<file path="src/rtl/ising_maxcut_loader_pkg.sv">
// Shared definitions for the max-cut loader: ising_axi register map, FSM states
// and write-kind selector used by the address generator.
package ising_maxcut_loader_pkg;

    localparam logic [31:0] CTR_CUTOFF_ADDR  = 32'h0000_0000;
    localparam logic [31:0] CTR_MAX_ADDR     = 32'h0000_0004;
    localparam logic [31:0] START_ADDR       = 32'h0000_0008;
    localparam logic [31:0] PHASE_ADDR_BASE  = 32'h0000_1000;
    localparam logic [31:0] WEIGHT_ADDR_BASE = 32'h0001_0000;

    typedef enum logic [2:0] {
        ST_IDLE,
        ST_CFG,
        ST_EDGES,
        ST_FIELD,
        ST_START,
        ST_RUN,
        ST_READ,
        ST_DONE
    } state_t;

    typedef enum logic [2:0] {
        WK_NONE,
        WK_CUTOFF,
        WK_MAX,
        WK_WEIGHT,
        WK_START
    } wr_kind_t;

    function automatic logic [31:0] phase_addr(input logic [31:0] k);
        return PHASE_ADDR_BASE + (k << 2);
    endfunction

endpackage

</file>
<file path="src/rtl/ising_maxcut_loader_wr_addr_gen.sv">
// Combinational write-address generator: maps a write kind and the (i, j)
// coupling indices onto the ising_axi register map.
module ising_wr_addr_gen
    import ising_maxcut_loader_pkg::*;
#(
    parameter int IW = 3
) (
    input  logic [IW-1:0] i,
    input  logic [IW-1:0] j,
    input  wr_kind_t      kind,
    output logic [31:0]   wr_addr
);

    // NOTE: every signal written in always_comb gets a default first, so no latch is inferred.
    always_comb begin
        wr_addr = '0;
        unique case (kind)
            WK_CUTOFF: wr_addr = CTR_CUTOFF_ADDR;
            WK_MAX:    wr_addr = CTR_MAX_ADDR;
            WK_START:  wr_addr = START_ADDR;
            WK_WEIGHT: wr_addr = WEIGHT_ADDR_BASE + (32'(i) << 2) + (32'(j) << 13);
            default:   wr_addr = '0;
        endcase
    end

endmodule

</file>
<file path="src/rtl/ising_maxcut_loader.sv">
// Sequencer ahead of ising_axi: programs config, edge and field couplings from an
// edge stream, starts a run, reads phases back and returns a field-relative cut.
module ising_maxcut_loader
    import ising_maxcut_loader_pkg::*;
#(
    parameter int N     = 8,
    parameter int W_NEG = 0,
    parameter int W_POS = 2,
    parameter int RUN_W = 32,
    localparam int IW   = $clog2(N)
) (
    input  logic             clk,
    input  logic             axi_rstn,
    input  logic             go,
    input  logic [IW-1:0]    num_nodes,
    input  logic [31:0]      ctr_cutoff,
    input  logic [31:0]      ctr_max,
    input  logic [31:0]      start_val,
    input  logic [RUN_W-1:0] run_cycles,
    input  logic             edge_valid,
    output logic             edge_ready,
    input  logic [IW-1:0]    edge_i,
    input  logic [IW-1:0]    edge_j,
    input  logic             edge_last,
    output logic             wready,
    output logic [31:0]      wr_addr,
    output logic [31:0]      wdata,
    output logic             arvalid_q,
    output logic [31:0]      araddr_q,
    input  logic [31:0]      rdata,
    output logic             busy,
    output logic             cut_valid,
    output logic [N-2:0]     cut_spins,
    output logic             bad_edge
);

    localparam logic [IW-1:0] FIELD_IDX = IW'(N - 1);

    state_t           state, state_n;
    logic             sub;              // second cycle of a two-cycle write/read pair
    logic [IW-1:0]    node_k, rd_idx, nn_q, ei_q, ej_q;
    logic             elast_q, ph_field;
    logic [31:0]      cutoff_q, max_q, start_q;
    logic [RUN_W-1:0] run_q, run_cnt;

    wr_kind_t         wr_kind;
    logic [IW-1:0]    wr_i, wr_j, rd_node;
    logic             edge_drop, ph;

    assign edge_drop = (edge_i == edge_j) || (edge_i >= nn_q) || (edge_j >= nn_q) ||
                       (edge_i == FIELD_IDX) || (edge_j == FIELD_IDX);
    assign ph        = (rdata >= cutoff_q);
    assign rd_node   = rd_idx - 1'b1;
    assign busy      = (state != ST_IDLE) && (state != ST_DONE);

    ising_wr_addr_gen #(.IW(IW)) u_addr_gen (
        .i       (wr_i),
        .j       (wr_j),
        .kind    (wr_kind),
        .wr_addr (wr_addr)
    );

    always_ff @(posedge clk or negedge axi_rstn) begin
        if (!axi_rstn) state <= ST_IDLE;
        else           state <= state_n;
    end

    always_comb begin
        state_n    = state;
        wready     = 1'b0;
        wr_kind    = WK_NONE;
        wr_i       = '0;
        wr_j       = '0;
        wdata      = '0;
        edge_ready = 1'b0;
        arvalid_q  = 1'b0;
        araddr_q   = '0;
        cut_valid  = 1'b0;
        unique case (state)
            ST_IDLE: if (go) state_n = ST_CFG;
            ST_CFG: begin
                wready  = 1'b1;
                wr_kind = sub ? WK_MAX : WK_CUTOFF;
                wdata   = sub ? max_q : cutoff_q;
                if (sub) state_n = (nn_q == '0) ? ST_START : ST_EDGES;
            end
            ST_EDGES: begin
                if (!sub) begin
                    edge_ready = 1'b1;
                    if (edge_valid && !edge_drop) begin
                        wready  = 1'b1;
                        wr_kind = WK_WEIGHT;
                        wr_i    = edge_i;
                        wr_j    = edge_j;
                        wdata   = 32'(W_NEG);
                    end else if (edge_valid && edge_last) begin
                        state_n = ST_FIELD;
                    end
                end else begin
                    wready  = 1'b1;
                    wr_kind = WK_WEIGHT;
                    wr_i    = ej_q;
                    wr_j    = ei_q;
                    wdata   = 32'(W_NEG);
                    if (elast_q) state_n = ST_FIELD;
                end
            end
            ST_FIELD: begin
                wready  = 1'b1;
                wr_kind = WK_WEIGHT;
                wr_i    = sub ? FIELD_IDX : node_k;
                wr_j    = sub ? node_k : FIELD_IDX;
                wdata   = 32'(W_POS);
                if (sub && node_k == nn_q - 1'b1) state_n = ST_START;
            end
            ST_START: begin
                wready  = 1'b1;
                wr_kind = WK_START;
                wdata   = start_q;
                state_n = (run_q == '0) ? ST_READ : ST_RUN;
            end
            ST_RUN: if (run_cnt == run_q) state_n = ST_READ;
            ST_READ: begin
                arvalid_q = 1'b1;
                araddr_q  = phase_addr(32'((rd_idx == '0) ? FIELD_IDX : rd_node));
                if (sub && rd_idx == nn_q) state_n = ST_DONE;
            end
            ST_DONE: begin
                cut_valid = 1'b1;
                state_n   = ST_IDLE;
            end
            default: state_n = ST_IDLE;
        endcase
    end

    // NOTE: sequential state uses <= only; a blocking = here would let readers in the same edge see new values.
    always_ff @(posedge clk or negedge axi_rstn) begin
        if (!axi_rstn) begin
            sub       <= 1'b0;
            node_k    <= '0;
            rd_idx    <= '0;
            nn_q      <= '0;
            ei_q      <= '0;
            ej_q      <= '0;
            elast_q   <= 1'b0;
            ph_field  <= 1'b0;
            cutoff_q  <= '0;
            max_q     <= '0;
            start_q   <= '0;
            run_q     <= '0;
            run_cnt   <= '0;
            cut_spins <= '0;
            bad_edge  <= 1'b0;
        end else begin
            unique case (state)
                ST_IDLE: if (go) begin
                    nn_q      <= num_nodes;
                    cutoff_q  <= ctr_cutoff;
                    max_q     <= ctr_max;
                    start_q   <= start_val;
                    run_q     <= run_cycles;
                    bad_edge  <= 1'b0;
                    cut_spins <= '0;
                    sub       <= 1'b0;
                    node_k    <= '0;
                    rd_idx    <= '0;
                end
                ST_CFG: sub <= ~sub;
                ST_EDGES: begin
                    if (!sub) begin
                        if (edge_valid && edge_drop) begin
                            bad_edge <= 1'b1;
                        end else if (edge_valid) begin
                            sub     <= 1'b1;
                            ei_q    <= edge_i;
                            ej_q    <= edge_j;
                            elast_q <= edge_last;
                        end
                    end else begin
                        sub <= 1'b0;
                    end
                end
                ST_FIELD: begin
                    sub <= ~sub;
                    if (sub) node_k <= node_k + 1'b1;
                end
                ST_START: run_cnt <= RUN_W'(1);
                ST_RUN:   run_cnt <= run_cnt + 1'b1;
                ST_READ: begin
                    sub <= ~sub;
                    // The field spin is read first so node bits can be made relative on arrival.
                    if (sub) begin
                        rd_idx <= rd_idx + 1'b1;
                        if (rd_idx == '0) ph_field <= ph;
                        else              cut_spins[rd_node] <= ph ^ ph_field;
                    end
                end
                default: ;
            endcase
        end
    end

endmodule

</file>
<file path="config.mk">
export PLATFORM = sky130hd
export DESIGN_NAME = ising_maxcut_loader
export DESIGN_NICKNAME = d
export VERILOG_FILES = /design/src/rtl/ising_maxcut_loader_pkg.sv /design/src/rtl/ising_maxcut_loader_wr_addr_gen.sv /design/src/rtl/ising_maxcut_loader.sv
export SDC_FILE = /design/constraint.sdc
export NUM_CORES = 1
export LEC_CHECK = 0
export BUFFER_PORTS_ARGS = -buffer_cell sky130_fd_sc_hd__clkbuf_2
export CORE_UTILIZATION = 35
export CTS_BUF_LIST = sky130_fd_sc_hd__clkbuf_4
export CTS_CLUSTER_DIAMETER = 100
export CTS_CLUSTER_SIZE = 25
export DETAILED_ROUTE_END_ITERATION = 8
export GPL_TIMING_DRIVEN = 0
export HOLD_SLACK_MARGIN = 0.12
export PLACE_DENSITY = 0.6
export SETUP_SLACK_MARGIN = 0.02
export SYNTH_ARGS = -nofsm -noshare
export SYNTH_HDL_FRONTEND = slang
export SYNTH_SLANG_ARGS = --single-unit
</file>
<file path="constraint.sdc">
create_clock -name clk -period 6.25 [get_ports clk]
set_input_delay 0 -clock clk [delete_from_list [all_inputs] [get_ports clk]]
set_output_delay 0 -clock clk [all_outputs]
set_load 0.02 [all_outputs]
</file>
# After elaboration in Yosys (flattened, before gate mapping)
# Index checks and enable logic that the tools add are counted.
[totals]
reg_bits = 189
in_bits = 174
out_inout_bits = 109
wordCells = 152
[classes]
add_sub_neg = 8
order_cmp = 5
n_eq_ne = 30
n_mux = 57
bitwise_logic = 3
reduce_logical = 33
[op_table]
columns = ["op", "count"]
rows = [
  ["$pmux 32 s3", 2],
  ["$pmux 32 s2", 1],
  ["$mux 3", 21],
  ["$add 32x1->32 const B", 1],
  ["$add 32x16->32", 1],
  ["$eq 32x32->1", 1],
  ["$ge 32x32->1", 1],
  ["$logic_not 32->1", 1],
  ["$mux 32", 1],
  ["$pmux 3 s2", 4],
  ["$pmux 3 s8", 1],
  ["$eq 3x3->1 const B", 7],
  ["$mux 7", 3],
  ["$ne 2x2->1 const B", 10],
  ["$add 17x5->18 const A", 1],
  ["$add 13x5->14 const A", 1],
  ["$mux 14", 1],
  ["$pmux 7 s2", 1],
  ["$mux 1", 13],
  ["$eq 3x2->1 const B", 4],
  ["$ne 3x3->1 const B", 4],
  ["$pmux 3 s4", 1],
  ["$reduce_and 4->1", 3],
  ["$eq 3x3->1", 3],
  ["other kinds (23)", 49],
]

# Logic depth before layout (Yosys ltp)
# Gate-level depths: netlist (run 1).
[logic_depth]
word_depth = 13
ltp_mapped = 9
ltp_nobuf = 9

# Cells and area by module
# Synthesis (run 1) repeated with hierarchy kept, for this count alone.
[unflattened]
hier_cells = 1223
area_unflattened_um2 = 10482.6
[modules_own_cells]
columns = ["module", "instances", "cells_each", "area_each_um2"]
rows = [
  ["ising_maxcut_loader", 1, 1187, 10217.3],
  ["ising_wr_addr_gen", 1, 36, 265.3],
]

# Worst setup path before layout (run 1)
# OpenSTA, ideal clock, no wires.
[synth_path]
path_kind = "register to register"
start = "reg nn_q[0]"
end = "reg state[0]"
setup_ps = 118
t_arrival_ps = 2143
required_time_ps = 6132
setup_slack_ps = 3989
path_stages_with_launch = 9
n_path_buf = 0
synth_period_minus_slack_ps = 2261
path_cell_list = "dfrtp_1 -> ha_1 -> nand2b_1 -> a21oi_1 -> o22ai_1 -> nor4_2 -> or4_4 -> or2_1 -> a21o_1"
[synth_between]
elab_chain_len = 9
word_cells_on_any_way = 17
classes_between = "add/sub: 1; order compare: 2; eq/ne: 5; reduce/logical: 9"
[synth_rtl]
columns = ["element", "line", "source"]
rows = [
  ["start, declared", "ising_maxcut_loader.sv:41", "logic [IW-1:0] node_k, rd_idx, nn_q, ei_q, ej_q;"],
  ["start signal, assigned", "ising_maxcut_loader.sv:157", "nn_q <= num_nodes;"],
  ["$ge 3x3->1", "ising_maxcut_loader.sv:50", "assign edge_drop = (edge_i == edge_j) || (edge_i >= nn_q) || (edge_j >= nn_q) ||"],
  ["$logic_or 1x1->1 (3 in series)", "ising_maxcut_loader.sv:50", ""],
  ["$logic_or 1x1->1", "ising_maxcut_loader.sv:51", "(edge_i == FIELD_IDX) || (edge_j == FIELD_IDX);"],
  ["$logic_not 1->1", "ising_maxcut_loader.sv:90", "if (edge_valid && !edge_drop) begin"],
  ["$logic_and 1x1->1", "ising_maxcut_loader.sv:90", ""],
  ["$ne 3x3->1 (no source line)", "n/a", ""],
  ["$reduce_and 8->1 (no source line) (*)", "n/a", ""],
  ["end signal, assigned", "ising_maxcut_loader.sv:65", "else state <= state_n;"],
  ["end, declared", "ising_maxcut_loader.sv:39", "state_t state, state_n;"],
]
# Mark *: on every way between the ends. The rest lies on a longest branch, timed or not.
# A chain may end at the register's enable or synchronous reset.

# Worst setup path after layout (run 1)
[layout_path]
start = "reg state[2]"
end = "out wdata[1]"
[layout_between]
elab_chain_len = 2
word_cells_on_any_way = 4
classes_between = "eq/ne: 3; mux: 1"
[layout_rtl]
columns = ["element", "line", "source"]
rows = [
  ["$eq 3x3->1 (tied with other cells)", "ising_maxcut_loader.sv:79", "unique case (state)"],
  ["$pmux 32 s3 (*)", "ising_maxcut_loader.sv:79", ""],
  ["end, declared", "ising_maxcut_loader.sv:27", "output logic [31:0] wdata,"],
]
# Marks and branches as above.

==> results of run 1 <==
[cell families (layout without fill, tap and decap cells)]
group                    count (synthesis)  count (layout)  share of synthesized area, %
XOR/XNOR                                48              48                         4.117
flip-flops                             189             189                         45.50
AND/OR/NAND/NOR                        529             529                         21.99
buffers and inverters                  198             723                         9.221
multiplexers                            19              19                         1.878
AO/OA/AOI/OAI                          186             186                         11.83
adder cells (fa/ha/maj)                 45              45                         5.417
other                                    1              55                       0.03608
[critical path, delay by kind of cell, from the launching register on]
family | cells | cell delay (ns)
flip-flops | 1 | 0.49
buffers and inverters | 3 | 1.29
AO/OA/AOI/OAI | 2 | 0.50
AND/OR/NAND/NOR | 2 | 0.89
[final cells by class]
| class | instances | area, sq um | share of cell area [%] |
|---|---|---|---|
| Sequential cell | 189 | 4730 | 31.17 |
| Buffer | 116 | 650.6 | 4.288 |
| Clock inverter | 14 | 131.4 | 0.8658 |
| Timing Repair Buffer | 493 | 3832 | 25.26 |
| Multi-Input combinational cell | 880 | 4901 | 32.30 |
| Tap cell | 384 | 480.5 | 3.166 |
| Clock buffer | 18 | 135.1 | 0.8906 |
| Antenna cell | 2 | 5.005 | 0.03298 |
| Inverter | 82 | 307.8 | 2.029 |
[power groups by stage]
stage               registers [mW]  clock network [mW]  logic [mW]
floorplan                     2.00                   0        1.65
finish                        2.07               0.682        2.57
detailed placement            2.08                   0        2.39
global route                  2.12               0.747        2.87
CTS                           2.06               0.700        2.56
global placement              2.07                   0        2.34
[registers in the layout, summed over array words and instances (netlist names)]
name       flops
bad_edge       1
cut_spins      7
cutoff_q      32
ei_q           3
ej_q           3
elast_q        1
max_q         32
nn_q           3
node_k         3
ph_field       1
rd_idx         3
run_cnt       32
run_q         32
start_q       32
state          3
sub            1
[through the flow]
step	hold WS [ns]	instance area (sq um)	power [mW]
after floorplan	-0.2956	10590	3.645
after global placement	0.1932	12220	4.412
after detailed placement	0.1184	12250	4.468
after CTS	0.1231	15170	5.318
after global routing	0.1432	15170	5.740
final	0.1738	15170	5.321
[worst max path at each step]
stage | from | endpoint | slack (ns) | cells after the start
6_report | state[2] | wdata[1] | 2.46 | 7
5_1_grt | state[2] | wdata[1] | 2.22 | 7
4_1_cts | state[2] | wdata[1] | 2.43 | 7
3_5_place_dp | state[2] | wdata[1] | 3.16 | 7
3_3_place_gp | axi_rstn | max_q[18] | 1.37 | 1
2_1_floorplan | nn_q[0] | state[0] | 3.99 | 8
[routing by layer]
| layer | vias up | share of wire, % | global-route usage [%] | wire length (um) |
|---|---|---|---|---|
| met5 | - | 0 | 0 | 0 |
| met4 | 0 | 2.7 | 8.443 | 1002 |
| met3 | 71 | 5.3 | 4.637 | 1942 |
| met2 | 372 | 49 | 42.38 | 18030 |
| met1 | 5066 | 42 | 30.02 | 15480 |
| li1 | 5113 | - | - | - |
[placed cells by master, fill, tap and decap left out, drive strengths merged, types with 7 or more instances in the layout]
| master | synthesis | routed |
|---|---|---|
| nor3 | 16 | 16 |
| clkbuf | 50 | 297 |
| nand4 | 18 | 18 |
| nor2 | 30 | 30 |
| dfrtp | 189 | 189 |
| xnor2 | 40 | 40 |
| and3 | 12 | 12 |
| o41ai | 7 | 7 |
| nand2 | 385 | 385 |
| dlygate4sd3 | 0 | 262 |
| mux2i | 15 | 15 |
| conb | 1 | 53 |
| xor2 | 8 | 8 |
| buf | 66 | 68 |
| a21oi | 37 | 37 |
| nand3 | 31 | 31 |
| nor4 | 14 | 14 |
| inv | 82 | 89 |
| nand2b | 8 | 8 |
| o21ai | 71 | 71 |
| o31ai | 7 | 7 |
| ha | 45 | 45 |
| a222oi | 31 | 31 |
==> results.txt, run 1 <==
- Result of the run: finished clean
* Num Clock Sinks: about 190
- The H-tree generated during clock tree synthesis spans 4 levels.
- Per report_power, the sequential group accounts for 38.8% of the total.
* Synth Area per Inst: 8.555 sq um
- Combinational fraction of design power: approximately half
- Cell type contributing the most total cell area after synthesis: sky130_fd_sc_hd__dfrtp_1
* Share of synthesized flip-flops with an asynchronous set or reset: 100.0%
- The initial antenna violation count came to 2.
- Count of routing violations after the opening detailed-route iteration: around 760
* Width of the die: 174.3 um
* Relative contribution of the clock network to total power: between 10% and 20%
* Crit path capture type: output port
* Actual slew at the worst max-slew pin: 1.177 ns
* Final min period: around 3.8 ns
- Clock-pin slew was measured on the worst setup and hold paths at 0.17 ns.
- Dividing the detail-routed via count by the number of cells gives just under 5.
- During I/O placement, the number of pins put on the boundary was ~280.
* R2R setup slack: around 2.7 ns
- Clock tree synthesis selected as its root buffer the cell sky130_fd_sc_hd__clkbuf_4.
- Traced cell by cell, the critical path runs through clkbuf_1 -> nand2_1 -> nor2_1 -> clkbuf_1 -> a22oi_1 -> o21ai_0 -> clkbuf_2.
- Path class of the lowest-slack min-delay path: in -> reg
- Endpoint of the worst-slack reg-to-reg timing path: ej_q[2]
* Count of final max-slew check failures: 0
* First-pass GRT wire length: about 58000 um
* Worst setup skew after layout: roughly 0.028 ns
- Setup violation total in the final timing report: 0
- The die covers between 30000 and 40000 sq um.
* Clock latency reported for the late side of the worst-skew pair: 0.61 ns
- The startpoint identified for the worst register-to-register timing path is nn_q[0].
* Fraction of final layout cells with drive strength greater than 1: between 10% and 20%
* Post-route ant nets: 0
- In this run the power spent charging and discharging nets is between 2 and 2.5 mW.
- Initial cell density of the core: around 36%
- The count of endpoints failing hold in the final timing report was 0.
* Routed WL per cell: around 17 um
* Library cell contributing the largest single delay on the critical path: sky130_fd_sc_hd__nor2_1
- Worst Hold Depth: 4
- IR analysis of the VDD net gives a maximum drop of roughly 0.17 mV.
- The mapped netlist covers roughly 10000 sq um.
- For the worst setup path, the data arrival time is 3.79 ns.
- TritonRoute pass-1 iters: 6
* Data required, critical path: roughly 6.3 ns
- Relative slew slack: about a fifth
* Sw Ratio: approximately 45%
- Final HPWL from detailed placement: between 20000 and 25000 um
* Placement row count: a little over 60
- Cell Count, Final, Fillers Out: 2178
* Fin crit share: about three fifths
* Die height: about 170 um
* Final estimated routing congestion in global placement: around 0.84
* Clock buffers created by TritonCTS: 17
- The critical path is of the reg -> out type.
* Routed wire length: 36450 um
- Unrepaired setup endpoints after global routing: no
* Final cell utilization of the core: 52.44%
- # port buffers: about 230
- Counting instances in the post-synthesis netlist gives the leading cell types as sky130_fd_sc_hd__nand2_1, sky130_fd_sc_hd__dfrtp_1, sky130_fd_sc_hd__inv_1.
* Via count of the first global-routing pass: 10890
- Count of state elements after synthesis: roughly 190
- Cell-internal power: about 2.9 mW
- Among all cell types in the netlist, the one instantiated most often is sky130_fd_sc_hd__nand2_1.
* Setup Slack @ Placement: about 3.2 ns
- For this run, the number of Yosys warnings is 0.
- Final setup margin: 2.458 ns
* Category of the worst setup path launch point: register
* Final layout net count: 1998
- Path depth of the worst reg2reg path: 10
- Synth-to-layout area growth: 45.99%
* Via count: 10620
* Area share of the largest cell type after synthesis: between 40% and 50%
- Buffers from clock root to sink, at most: 2
- Yosys mapped a number of flops with a built-in enable equal to 0.
- The region available for standard cell placement spans just under 30000 sq um.
* Post-CTS resize count: 0
- Delay of the slowest cell on the worst path: ~0.71 ns
- The worst hold path terminates at start_q[27].
* Leakage Power: 7.764 nW
* Pwr per Cell Area: between 300 and 400 nW/um^2
- Total gr overflow: 0
- Buffers added to address setup during post-CTS repair amount to 0.
* Synth Instances: about 1200
* Total of hold buffers inserted after clock tree synthesis: roughly 260
- Placed Cells: approximately 1900
* CP max FO: 10
- Across the run, the number of max-cap violations was 0.
- CTS tree: done
* Top cell by count, worst path: sky130_fd_sc_hd__clkbuf_1
* Share of the yosys chip area belonging to registers: 45.50%
- Largest net degree at the start of global routing: around 100
- Distinct cells, synth: 62
- Top achievable clock speed: 263.7 MHz
- Total routing usage reported by global routing: around 24%
- Min-delay src: start_val[27]
- Setup TNS: 0 ns
- Post-detailed-route DRC marker count: 0
* Ys flop type: sky130_fd_sc_hd__dfrtp_1
- Number of filler instances in the final layout: around 2600
- Top cells by area, synth: sky130_fd_sc_hd__dfrtp_1, sky130_fd_sc_hd__nand2_1, sky130_fd_sc_hd__ha_1, sky130_fd_sc_hd__buf_4, sky130_fd_sc_hd__xnor2_1
(Power assumes the default switching activity.)
==> inputs of run 2 (changes only) <==
PLACE_DENSITY = 0.62   (was 0.6)
clock period = 3.4 ns   (was 6.25 ns; I/O delays follow)
==> results.txt, run 2 (synthesis results as in run 1) <==
- Result of the run: finished clean
- The met3 track utilization from global routing is 4.593% (-0.044 points).
* Routed via count divided by cell count: 4.963 (+1.8%)
- The pin count of the biggest net entering global routing is 96 (-6.8%).
- WP data arrival: 3.20 ns (-0.59 ns)
- The source-to-sink clock delay at the later pin of the worst-skew pair came to 0.61 ns (about the same).
* Num Clock Sinks: 189 (unchanged)
- Clock edge transition at the registers on the reported setup and hold paths: 0.19 ns (+0.02 ns)
- Setup repair after global routing could not meet its margin everywhere.
- The net switching power came to 4.460 mW (+86%).
- The most critical setup path has its startpoint at state[2].
* Fraction of power consumed by sequential logic: 39.1% (+0.3 points)
- The number of remaining DRC errors was 0 (unchanged).
- The setup path with the least slack is of type reg -> out.
* Area used by multi-input combinational logic: 4917 sq um (+0.33%)
- The buffers inserted during post-CTS setup optimization was 0 (unchanged).
- The share of power burned in combinational logic is 48.4% (about the same).
- The initial antenna violation count was 1 (-1).
- Actual slew at the worst max-slew pin: 0.7948 ns (-0.3821 ns)
- Via count: 10750 (+1.2%)
- The internal power of the cells was 5.279 mW (+80%).
* Number of filler instances in the final layout: 2629 (-0.64%)
- The required time of the worst setup path came to 3.40 ns (-2.85 ns).
- The worst setup slack after layout is 0.1969 ns (-2.261 ns).
- In this run the most used layer during global routing was met2.
- Min-delay src: ctr_cutoff[26]
- The standby leakage power is 7.737 nW (-0.35%).
- CP max FO: 10 (unchanged)
- Fraction of final layout cells with drive strength greater than 1: 19.30% (+0.28 points)
* Number of hold violations in the final report: 0 (unchanged)
- Placeable core area: 28940 sq um (unchanged)
* Total routing usage reported by global routing: 24.54% (+0.17 points)
- The remaining max-slew budget at the tightest pin came to 47.01% (+26 points).
- The buffers plus inverters on the worst setup path was 3 (unchanged).
- The number of H-tree levels came to 4 (unchanged).
- In the layout the commonest cells are sky130_fd_sc_hd__nand2_1, sky130_fd_sc_hd__dlygate4sd3_1, sky130_fd_sc_hd__clkbuf_2.
- The number of global-route vias before repair is 10910 (+0.22%).
- Hold_ws: 0.1431 ns (-0.03062 ns)
* Count of routing violations after the opening detailed-route iteration: 765 (+0.39%)
* Sw Ratio: 45.79% (+0.76 points)
- The first-pass GRT wire length is 58150 um (+0.18%).
- The maximum resistive drop on vdd is 0.3383 mV (+98%).
- The average wire per cell in the routed design was 17.03 um (+1.7%).
* Met2 routing resource usage after global routing: 43.43% (+1.0 points)
- Top achievable clock speed: 312.2 MHz
- TritonCTS built the clock tree.
* Width of the die: 174.3 um (unchanged)
- Library cell contributing the largest single delay on the critical path: sky130_fd_sc_hd__dfrtp_1
- In this run the critical register-to-register path is launched from nn_q[0].
* Maximum capacitance violations: 0 (unchanged)
- Met1 global-route usage: 29.90% (-0.12 points)
* Most frequent standard cell in the layout excluding fill and tap cells: sky130_fd_sc_hd__nand2_1
- Area used by sequential logic in the layout: 4730 sq um (unchanged)
- The initial cell density of the core is 35.92% (unchanged).
- Relative contribution of the clock network to total power: 12.5% (-0.3 points)
* Crit-path leading delay family: buffers and inverters
- The pre-CTS worst setup slack was 0.2452 ns (-2.911 ns).
* Clock buffers created by TritonCTS: 17 (unchanged)
- Worst setup skew after layout: 0.04745 ns (+0.01905 ns)
* Clock root buffer master: sky130_fd_sc_hd__clkbuf_4
- The largest buffer count on any clock path is 2 (unchanged).
- Post-route ant nets: 0 (unchanged)
- Final HPWL from detailed placement: 24800 um (-0.51%)
- The final count of pins violating max slew came to 0 (unchanged).
- The total detailed-routing wirelength is 36890 um (+1.2%).
- Crit path capture type: output port
* Final estimated routing congestion in global placement: 0.8731 (+3.7%)
- Setup violation total in the final timing report: 0 (unchanged)
- Total gr overflow: 0 (unchanged)
- Cell-by-cell listing of the critical path: clkbuf_1 -> nand2_1 -> nor2_2 -> clkbuf_2 -> a22oi_1 -> o21ai_0 -> clkbuf_2
- Die footprint: 30390 sq um (unchanged)
- The tightest min-delay check is of the in -> reg type.
- Top cell by count, worst path: sky130_fd_sc_hd__clkbuf_2
- The total power draw was 9.739 mW (+83%).
- The total power per unit cell area was 645.7 nW/um^2 (+84%).
* Synth-to-layout area growth: 45.11%
- The smallest clock period supported by the final layout is computed as between 3 and 4 ns.
- STA classifies the critical path startpoint as a register.
* # port buffers: 229 (unchanged)
* Fin crit share: between 90% and 100%
- Delay of the slowest cell on the worst path: 0.49 ns (-0.22 ns)
- The count of pins on the block boundary came to 283 (unchanged).
- TritonRoute pass-1 iters: 7 (+1)
- The number of nets in the final layout came to 1988 (-0.50%).
- Die height: 174.3 um (unchanged)
- Placement row count: 62 (unchanged)
-- run 2: cell types whose count changed in the layout (fill, tap and decap cells not counted), sizes merged --
cell | before | now
clkinvlp | 4 | 3
diode | 2 | 1
clkinv | 2 | 6
dlygate4sd3 | 262 | 252
inv | 89 | 88
bufinv | 1 | 0
clkbuf | 297 | 296
-- run 2: path summary, 6_finish.rpt --
kind,endpoint,slack [ns],cells after the start
worst min register to register,max_q[29],0.50,2
worst min-delay path,cutoff_q[26],0.14,4
max in group asynchronous,max_q[14],2.44,4
min in group asynchronous,run_cnt[18],0.54,4
worst max register to register,elast_q,0.34,8
worst max-delay path,wdata[1],0.20,7
-- run 2: metrics by stage --
step / utilization (%) / area (sq um) / TNS (ns) / cells
after detailed placement: 42.34 / 12250 / 0 / 1881
after global routing: 52.12 / 15080 / 0 / 2167
after global placement: 42.22 / 12220 / -278.11 / 1880
after floorplan: - / 10590 / 0 / 1267
after CTS: 52.08 / 15070 / 0 / 2166
final: 52.12 / 15080 / 0 / 2167
-- run 2: final cells by class --
| class | count | area share (%) |
|---|---|---|
| diodes | 1 | 0.01659 |
| plain buffers | 116 | 4.339 |
| clock buffers | 17 | 0.8462 |
| clock inverters | 15 | 0.8628 |
| inverters | 82 | 2.041 |
| multi-input cells | 880 | 32.60 |
| flip-flops and latches | 189 | 31.36 |
| well taps | 384 | 3.186 |
| repair buffers | 483 | 24.75 |
-- run 2: per-layer routing --
layer  wire [um]  vias up
met1       15090     5172
met3        2237       56
li1            -     5094
met5           0        -
met2       18770      432
met4         801        0
-- run 2: timing repair --
item,CTS,global route
setup endpoints to repair,34,8
gates resized for setup,3,5
hold buffers,253,0
endpoints found under the hold margin,324,0
pin swaps,0,0
-- run 2: power groups by stage --
stage / logic, mW / registers, mW / clock network, mW
after floorplan: 3.03 / 3.67 / 0
after global placement: 4.30 / 3.82 / 0
after detailed placement: 4.38 / 3.83 / 0
after CTS: 4.68 / 3.78 / 1.25
after global routing: 5.25 / 3.92 / 1.33
final: 4.71 / 3.81 / 1.22
-- run 2: worst reg2reg max path, cell delays in order (launching register included) --
cell and delay [ns]:
sky130_fd_sc_hd__dfrtp_1 0.49, sky130_fd_sc_hd__ha_1 0.30, sky130_fd_sc_hd__nand2b_1 0.14, sky130_fd_sc_hd__a21oi_1 0.15, sky130_fd_sc_hd__o22ai_1 0.17, sky130_fd_sc_hd__nor4_4 0.49, sky130_fd_sc_hd__buf_2 0.29, sky130_fd_sc_hd__mux2_2 0.36
sky130_fd_sc_hd__dlygate4sd3_1 0.56
==> inputs of run 3 (changes only) <==
GPL_TIMING_DRIVEN = unset   (was 0)
PLACE_DENSITY = unset   (was 0.62)
PLACE_DENSITY_LB_ADDON = 0.12   (was unset)
==> results.txt, run 3 (synthesis results as in run 1) <==
- Die footprint: 30390 sq um (unchanged)
- The number of optimization iterations in the first detailed-route pass was 6 (-1).
- # port buffers: 229 (unchanged)
- The post-detailed-route via-to-cell ratio was 4.793 (-3.4%).
* Fraction of final layout cells with drive strength greater than 1: 17.27% (-2.0 points)
- The standby leakage power came to 7.543 nW (-2.5%).
- The peak fanout along the critical path is 48 (+38).
- Count of routing violations after the opening detailed-route iteration: 761 (-0.52%)
* Clock edge transition at the registers on the reported setup and hold paths: 0.16 ns (-0.03 ns)
* Number of filler instances in the final layout: 2685 (+2.1%)
- Endpoint with the worst hold slack: cutoff_q[3]
- The total congestion overflow after global routing was 0 (unchanged).
- The first-pass GRT wire length came to 54260 um (-6.7%).
- The startpoint identified for the worst hold timing path is ctr_cutoff[3].
- The maximum resistive drop on vdd is 0.2760 mV (-18%).
- Placement row count: 62 (unchanged)
- Data required, critical path: 3.93 ns (+0.53 ns)
- Routed WL per cell: 15.65 um (-8.1%)
- The post-route clock period utilization came to 92.10% (-2.1 points).
- The remaining max-slew budget at the tightest pin came to 41.37% (-5.6 points).
- Post-route ant nets: 0 (unchanged)
* Placeable core area: 28940 sq um (unchanged)
- Endpoint of the worst-slack reg-to-reg timing path: cutoff_q[14]
* Setup TNS: 0 ns (unchanged)
* Reg2reg start: state[0]
- The path class of the tightest hold or removal check is in -> reg.
* Setup violation total in the final timing report: 0 (unchanged)
- Final min period: 3.131 ns (-0.07172 ns)
- Final layout net count: 1937 (-2.6%)
- The utilization of the core after routing was 52.08% (about the same).
- TritonCTS built the clock tree.
- STA classifies the critical path endpoint as a register.
- The number of global-route vias before repair is 10570 (-3.2%).
* Category of the worst setup path launch point: register
- The initial antenna violation count was 2 (+1).
- The run finished with clean final reports.
- The number of H-tree levels was 4 (unchanged).
- Clock buffers created by TritonCTS: 17 (unchanged)
* Number of hold violations in the final report: 0 (unchanged)
- The number of max-cap violations came to 0 (unchanged).
* Final HPWL from detailed placement: 21870 um (-12%)
- Post-placement cell area: 11760 sq um (-4.0%)
* Largest net degree at the start of global routing: 101 (+5.2%)
- Num Clock Sinks: 189 (unchanged)
* Routed wire length: 33140 um (-10%)
- The final count of pins violating max slew is 0 (unchanged).
* Final setup margin: 0.2687 ns (+0.07172 ns)
- Worst Hold Depth: 4 (unchanged)
- The arrival time at the worst endpoint is 3.66 ns (+0.46 ns).
- Initial cell density of the core: 35.92% (unchanged)
- Via count: 10150 (-5.6%)
* Top achievable clock speed: 319.4 MHz (+2.3%)
- The largest buffer count on any clock path was 2 (unchanged).
- The number of remaining DRC errors is 0 (unchanged).
- The pre-CTS worst setup slack is 0.7838 ns (+0.5386 ns).
- Total routing usage reported by global routing: 22.49% (-2.0 points)
- Num ports: 283 (unchanged)
- The number of cell instances on the worst register-to-register path was 8 (unchanged).
- Unrepaired setup endpoints after global routing: no
* Clock latency reported for the late side of the worst-skew pair: 0.60 ns (about the same)
- Width of the die: 174.3 um (unchanged)
* Most frequent standard cell in the layout excluding fill and tap cells: sky130_fd_sc_hd__nand2_1
- The layout-stage area growth over the synthesis result came to 44.99% (about the same).
* Total power: 9.740 mW (about the same)
- Final estimated routing congestion in global placement: 0.8206 (-6.0%)
* Pwr per Cell Area: 646.3 nW/um^2 (about the same)
- Highest-count cells in the layout ignoring fill and taps: sky130_fd_sc_hd__nand2_1, sky130_fd_sc_hd__dlygate4sd3_1, sky130_fd_sc_hd__clkbuf_2
* Clock root buffer master: sky130_fd_sc_hd__clkbuf_4
* Worst setup skew after layout: 0.03138 ns (-0.01607 ns)
- Die height: 174.3 um (unchanged)
- WS Path Type: reg -> reg
* Actual slew at the worst max-slew pin: 0.8794 ns (+0.08461 ns)
- The reg2reg setup slack came to 0.27 ns (-0.07 ns).
- The cell area after layout is 15070 sq um (about the same).
==> run 3: metrics by stage <==
step / cells / hold WS, ns
6_report: 2118 / 0.1606
5_1_grt: 2117 / 0.1233
4_1_cts: 2115 / 0.1203
3_5_place_dp: 1781 / 0.1579
3_3_place_gp: 1781 / 0.1657
2_1_floorplan: 1267 / -0.2956
==> run 3: worst max-delay path by stage <==
stage,from,endpoint,depth (start not counted)
3_5_place_dp,cutoff_q[31],cut_spins[5],8
2_1_floorplan,nn_q[0],state[0],8
3_3_place_gp,nn_q[0],state[0],9
4_1_cts,state[0],nn_q[2],8
5_1_grt,state[0],nn_q[0],8
6_report,state[0],cutoff_q[14],8
==> run 3: timing repair <==
item	in CTS	in global routing
setup buffers	0	0
endpoints found under the hold margin	240	0
hold buffers	302	0
gates resized for setup	0	0
endpoints found under the setup margin	0	0
==> run 3: metal layers <==
metal / up-vias / part of all wire, % / track usage (%)
met5: - / 0 / 0
met4: 0 / 2.4 / 7.858
met3: 48 / 5.7 / 4.965
met2: 280 / 49 / 37.93
met1: 4848 / 43 / 28.23
li1: 4976 / - / -
==> run 3: area by class of cell <==
type	instances	area [sq um]	share of cell area, %
clock inverters	15	153.9	1.021
well taps	384	480.5	3.188
flip-flops and latches	189	4730	31.38
multi-input cells	880	4932	32.73
diodes	3	7.507	0.04982
repair buffers	548	4330	28.74
clock buffers	17	127.6	0.8469
inverters	82	307.8	2.043
==> run 3: critical path, stage by stage (launching register included) <==
cell and delay, ns:
sky130_fd_sc_hd__dfrtp_1 0.57, sky130_fd_sc_hd__buf_4 0.27, sky130_fd_sc_hd__inv_2 0.06, sky130_fd_sc_hd__buf_4 0.20, sky130_fd_sc_hd__and3_4 0.59, sky130_fd_sc_hd__nand2_1 0.13, sky130_fd_sc_hd__dlygate4sd3_1 0.58, sky130_fd_sc_hd__o21ai_0 0.07
sky130_fd_sc_hd__dlygate4sd3_1 0.58
==> run 3: power breakdown <==
| group | internal [mW] | total (mW) | switching (mW) |
|---|---|---|---|
| Sequential | 3.13 | 3.88 | 0.756 |
| Combinational | 1.96 | 4.60 | 2.64 |
| Clock | 0.387 | 1.26 | 0.868 |
| Total | 5.47 | 9.74 | 4.27 |
